--- src/rtl/ssd1306_spi_rx.sv ---
// SSD1306 4-wire SPI responder: mode-0 byte receiver plus command-subset decoder.
// Optional debug LEDs: define SSD1306_RX_DEBUG_LED_EN.
module ssd1306_spi_rx #(
  parameter int          SYNC_STAGES    = 2,
  parameter logic [7:0]  CONTRAST_RESET = 8'h7F,
  parameter int          DATA_CNT_WIDTH = 16
) (
  input  logic                      clk_50M,
  input  logic                      rst_n,
  input  logic                      oled_sclk,
  input  logic                      oled_sdin,
  input  logic                      ss,
  input  logic                      oled_dc,
  input  logic                      oled_res,
  output logic [7:0]                rx_byte,
  output logic                      rx_valid,
  output logic                      rx_is_data,
  output logic                      display_on,
  output logic                      inverted,
  output logic                      all_on,
  output logic [7:0]                contrast,
  output logic                      charge_pump,
  output logic                      cmd_error,
  output logic [DATA_CNT_WIDTH-1:0] data_count,
  output logic [3:0]                led
);

  typedef enum logic {IDLE, ARG} state_e;

  // Lane order {res, dc, ss, sdin, sclk}; ss idles high.
  localparam logic [4:0] SYNC_RST = 5'b00100;

  logic [SYNC_STAGES-1:0][4:0] sync_q;
  logic [4:0] pins_s;
  logic       sclk_s, sdin_s, ss_s, dc_s, res_s;
  logic       sclk_prev_q, sclk_rise;

  logic [6:0] shreg_q;
  logic [2:0] bitcnt_q;
  logic [7:0] rx_byte_q;
  logic       rx_valid_q, rx_is_data_q;

  state_e     state_q, state_d;
  logic [7:0] op_q, op_d;
  logic       disp_q, disp_d;
  logic       inv_q, inv_d;
  logic       allon_q, allon_d;
  logic [7:0] contr_q, contr_d;
  logic       cp_q, cp_d;
  logic       err_q, err_d;
  logic [DATA_CNT_WIDTH-1:0] cnt_q, cnt_d;
  logic       is_arg, is_nop, is_flag;

  assign pins_s = sync_q[SYNC_STAGES-1];
  assign sclk_s = pins_s[0];
  assign sdin_s = pins_s[1];
  assign ss_s   = pins_s[2];
  assign dc_s   = pins_s[3];
  assign res_s  = pins_s[4];
  assign sclk_rise = sclk_s & ~sclk_prev_q;

  always_ff @(posedge clk_50M or negedge rst_n) begin
    if (!rst_n) begin
      sync_q      <= {SYNC_STAGES{SYNC_RST}};
      sclk_prev_q <= 1'b0;
    end else begin
      sync_q <= {sync_q[SYNC_STAGES-2:0],
                 {oled_res, oled_dc, ss, oled_sdin, oled_sclk}};
      sclk_prev_q <= sclk_s;
    end
  end

  always_ff @(posedge clk_50M or negedge rst_n) begin
    if (!rst_n) begin
      shreg_q      <= '0;
      bitcnt_q     <= '0;
      rx_byte_q    <= '0;
      rx_valid_q   <= 1'b0;
      rx_is_data_q <= 1'b0;
    end else if (!res_s) begin
      shreg_q      <= '0;
      bitcnt_q     <= '0;
      rx_byte_q    <= '0;
      rx_valid_q   <= 1'b0;
      rx_is_data_q <= 1'b0;
    end else begin
      rx_valid_q <= 1'b0;
      if (ss_s) begin
        bitcnt_q <= '0;
      end else if (sclk_rise) begin
        shreg_q  <= {shreg_q[5:0], sdin_s};
        bitcnt_q <= bitcnt_q + 3'd1;
        if (bitcnt_q == 3'd7) begin
          rx_byte_q    <= {shreg_q, sdin_s};
          rx_is_data_q <= dc_s;
          rx_valid_q   <= 1'b1;
        end
      end
    end
  end

  always_comb begin
    is_arg  = rx_byte_q inside {8'h81, 8'h8D, 8'h20, 8'hA8, 8'hD3,
                                8'hD5, 8'hD9, 8'hDA, 8'hDB};
    is_nop  = (rx_byte_q < 8'h80) ||
              (rx_byte_q inside {8'hA0, 8'hA1, 8'hC0, 8'hC8, 8'hE3});
    is_flag = rx_byte_q inside {8'hAE, 8'hAF, 8'hA4, 8'hA5,
                                8'hA6, 8'hA7};
  end

  always_comb begin
    state_d = state_q;
    op_d    = op_q;
    disp_d  = disp_q;
    inv_d   = inv_q;
    allon_d = allon_q;
    contr_d = contr_q;
    cp_d    = cp_q;
    err_d   = 1'b0;
    cnt_d   = cnt_q;
    if (rx_valid_q) begin
      if (rx_is_data_q) begin
        cnt_d   = cnt_q + 1'b1;
        err_d   = (state_q == ARG);
        state_d = IDLE;
      end else if (state_q == ARG) begin
        if (op_q == 8'h81) contr_d = rx_byte_q;
        if (op_q == 8'h8D) cp_d = rx_byte_q[2];
        state_d = IDLE;
      end else begin
        unique case (1'b1)
          is_flag: begin
            if (rx_byte_q[7:1] == 7'h57) disp_d  = rx_byte_q[0];
            if (rx_byte_q[7:1] == 7'h52) allon_d = rx_byte_q[0];
            if (rx_byte_q[7:1] == 7'h53) inv_d   = rx_byte_q[0];
          end
          is_arg: begin
            op_d    = rx_byte_q;
            state_d = ARG;
          end
          is_nop:  ;
          default: err_d = 1'b1;
        endcase
      end
    end
  end

  always_ff @(posedge clk_50M or negedge rst_n) begin
    if (!rst_n) begin
      state_q <= IDLE;
      op_q    <= '0;
      disp_q  <= 1'b0;
      inv_q   <= 1'b0;
      allon_q <= 1'b0;
      contr_q <= CONTRAST_RESET;
      cp_q    <= 1'b0;
      err_q   <= 1'b0;
      cnt_q   <= '0;
    end else if (!res_s) begin
      state_q <= IDLE;
      op_q    <= '0;
      disp_q  <= 1'b0;
      inv_q   <= 1'b0;
      allon_q <= 1'b0;
      contr_q <= CONTRAST_RESET;
      cp_q    <= 1'b0;
      err_q   <= 1'b0;
      cnt_q   <= '0;
    end else begin
      state_q <= state_d;
      op_q    <= op_d;
      disp_q  <= disp_d;
      inv_q   <= inv_d;
      allon_q <= allon_d;
      contr_q <= contr_d;
      cp_q    <= cp_d;
      err_q   <= err_d;
      cnt_q   <= cnt_d;
    end
  end

`ifdef SSD1306_RX_DEBUG_LED_EN
  logic sticky_q;

  always_ff @(posedge clk_50M or negedge rst_n) begin
    if (!rst_n)      sticky_q <= 1'b0;
    else if (!res_s) sticky_q <= 1'b0;
    else if (err_d)  sticky_q <= 1'b1;
  end

  assign led = ~{disp_q, inv_q, sticky_q, rx_is_data_q};
`else
  assign led = 4'hF;
`endif

  assign rx_byte     = rx_byte_q;
  assign rx_valid    = rx_valid_q;
  assign rx_is_data  = rx_is_data_q;
  assign display_on  = disp_q;
  assign inverted    = inv_q;
  assign all_on      = allon_q;
  assign contrast    = contr_q;
  assign charge_pump = cp_q;
  assign cmd_error   = err_q;
  assign data_count  = cnt_q;

endmodule
--- config.mk ---
export PLATFORM = sky130hd
export DESIGN_NAME = ssd1306_spi_rx
export DESIGN_NICKNAME = d
export VERILOG_FILES = /design/src/rtl/ssd1306_spi_rx.sv
export SDC_FILE = /design/constraint.sdc
export NUM_CORES = 1
export LEC_CHECK = 0
export BUFFER_PORTS_ARGS = -buffer_cell sky130_fd_sc_hd__buf_4
export CORE_UTILIZATION = 45
export CTS_CLUSTER_DIAMETER = 40
export DETAILED_ROUTE_END_ITERATION = 6
export PLACE_DENSITY = 0.73
export SYNTH_ARGS = -nofsm -noshare
export SYNTH_HDL_FRONTEND = slang
export SYNTH_SLANG_ARGS = --single-unit
--- constraint.sdc ---
create_clock -name clk_50M -period 2 [get_ports clk_50M]
set_input_delay 0.2 -clock clk_50M [delete_from_list [all_inputs] [get_ports clk_50M]]
set_output_delay 0.2 -clock clk_50M [all_outputs]
set_load 0.02 [all_outputs]
==> metrics.yaml <==
status: "finished, final reports clean"
grt_pass1_vias: 2328
drv_cap: 0
min_period_ps: 1850
synth_area_leaders: "dfrtp_1, dfstp_2, nand2_1, a21boi_0, mux2i_1"
ys_seq_area_share_pct: 54.6
setup_viol_count_final: 0
ff2ff_setup_slack_ps: 150
die_y_um: 86.1
grt_antenna_before_repair: 0
gp_congestion: 0.861
criticalPathCategory: "reg -> reg"
p_leak_nw: 1.77
synth_area_sq_mm: 0.00318
max_stage_delay_ps: 480
crit_slowest_cell: "dfrtp_2"
end_kind: "register"
synth_top_area_cell: "dfrtp_1"
antenna_left: 0
fmax_mhz: 542
cts_sinks: 69
tightest_slew_ps: 472
critPathBufInv: 1
yosys.cell_types.count: 45
cp_top_family: "flip-flops"
wirelength_um: 6300
place_hpwl_um: 4280
cts_root_buf: "clkbuf_8"
final_cells: 457
cp-start-kind: "register"
hold_viol: 0
drive_gt1_share_pct: 24.7
via_count: 2312
yosys_most_used_dff: "dfrtp_1"
clk_pin_slew_ps: 70
portBuffers: 45
rsz0062_at_grt: "no"
yosysWarnings: 0
fin_skew_ps: 6.55
synth_edf_count: 0
crit_fanout: 9
vias_per_cell: 5.06
yosysMostFrequentCell: "dfrtp_1"
core-area_sq_mm: 0.00679
fin_nets: 366
dpl.cell_count: 434
fin_crit_sh_pct: 92.3
worst_slew_margin_rel_pct: 67.7
cts_buffers: 9
arrival_ps: 2100
cts_tree: "yes"
track_usage_pct: 18.8
dieWidth_um: 86.1
crit_required_ps: 2260
irDropWorstVdd_uv: 522
grt_max_degree: 59
powerDensity_mw_per_mm2: 748
ioPinCount: 50
drc_errors: 0
clk_latency_ps: 340
clockBufferDepth: 2
slew_violations: 0
grt_first_pass_wirelength_um: 10700
async_flop_share_pct: 100
netlist_instances: 301
ys_top_cells_by_count: "dfrtp_1, nand2_1, a21boi_0, o21ai_0"
avgSynthCellArea_sq_um: 10.6
synth_top_cell_area_share_pct: 47.2
ys_seq_elements: 69
diodes: 0
grt_overflow: 0
path_cells: "xor2_1, or4_1, o21ai_2, o211a_2, buf_12, mux2i_1"
area_delta_synth_final_pct: 23.9
final_util_pct: 58.0
detailedRoute.firstIterationViolations: 112
drt-wirelength-per-cell_um: 13.8
dieArea_sq_mm: 0.00741
h-tree-depth: 3
start_util_pct: 46.8
min_path_type: "reg -> reg"
rows: 30
first_pass_iters: 4
==> sequential cells by signal (all words and copies together), names as in the netlist, 3 cells and up <==
signal      count
bitcnt_q        3
contrast        8
data_count     16
op_q            8
pins_s          5
rx_byte         8
shreg_q         7
sync_q          5
==> layout make-up <==
type                            count  area [sq um]
Fill cell                         591          2850
Sequential cell                    69          1740
Multi-Input combinational cell    208          1300
Timing Repair Buffer               64           508
Clock buffer                       13           169
Tap cell                           96           120
Clock inverter                      3          90.1
Inverter                            4          15.0
==> routing by layer <==
metal  vias up  GRT usage, %  routed length (um)
met3        11          3.66                 203
met5         -             0                   0
li1       1128             -                   -
met4         0          9.24                 105
met1      1139          23.6                2890
met2        34          31.2                3100
==> cell usage in the layout (no fill, tap or decap), types with 2 or more instances in the layout <==
master	Yosys	layout
dfrtp_1	60	59
buf_4	10	57
nand2_1	54	54
a21boi_0	22	22
o21ai_0	13	13
and2_1	12	12
mux2i_1	12	12
clkbuf_8	0	12
nand3_1	11	11
xor2_1	9	9
dfstp_2	9	9
nor2_1	7	7
nor3_1	7	7
o22a_1	6	6
dlygate4sd3_1	0	6
xnor2_1	5	5
or3_1	5	5
inv_1	4	4
nand2b_1	4	4
nor2b_1	4	4
conb_1	1	4
nand4_1	3	3
and4_1	3	3
o21a_1	3	3
ha_1	3	3
bufinv_16	0	3
nor4bb_1	2	2
nor3b_1	2	2
and3_1	2	2
==> metrics by stage <==
step                hold slack, ps  area [sq um]  TNS, ps  power, W  worst slack [ps]
floorplan                    -95.6          3190        0   0.00149               140
global placement               184          3590        0   0.00153              56.6
detailed placement             186          3590     -114   0.00153             -37.8
CTS                            350          3930        0   0.00297              64.8
global route                   354          3940        0   0.00304              27.4
finish                         350          3940        0   0.00295               154
==> where the power goes <==
group	leakage, nW	switching (W)	total, W	internal (W)
clock	0.130	0.000501	0.00143	0.000932
combinational	0.732	0.0000618	0.0000958	0.0000339
sequential	0.910	0.00000655	0.00142	0.00141
==> repair_timing <==
action | in CTS | in global routing
hold buffers | 6 | 0
gates resized for setup | 1 | 2
buffers inserted | 1 | 0
pin swaps | 1 | 0
hold endpoints to repair | 36 | 0
setup endpoints to repair | 8 | 9
==> worst paths after layout <==
path	to	cells after the start	from
min in group asynchronous	sync_q[0]	2	rst_n
hold / removal	pins_s[0]	0	sync_q[0]
setup / recovery	op_q[6]	6	rx_byte[3]
setup reg to reg	op_q[6]	6	rx_byte[3]
hold reg to reg	pins_s[0]	0	sync_q[0]
max in group asynchronous	contrast[4]	3	rst_n
==> logic make-up (layout without fill, tap and decap cells) <==
family | count (synthesis) | after routing | share of synthesized area, %
buffers and inverters | 27 | 84 | 5.07
xor gates and xnor gates | 14 | 14 | 3.86
AOI/OAI and AO/OA | 52 | 52 | 11.8
muxes | 12 | 12 | 3.78
other | 1 | 4 | 0.118
DFF | 69 | 69 | 54.6
adders and majority gates | 4 | 4 | 1.50
and+or+nand+nor | 122 | 122 | 19.3
(Power assumes the default switching activity.)
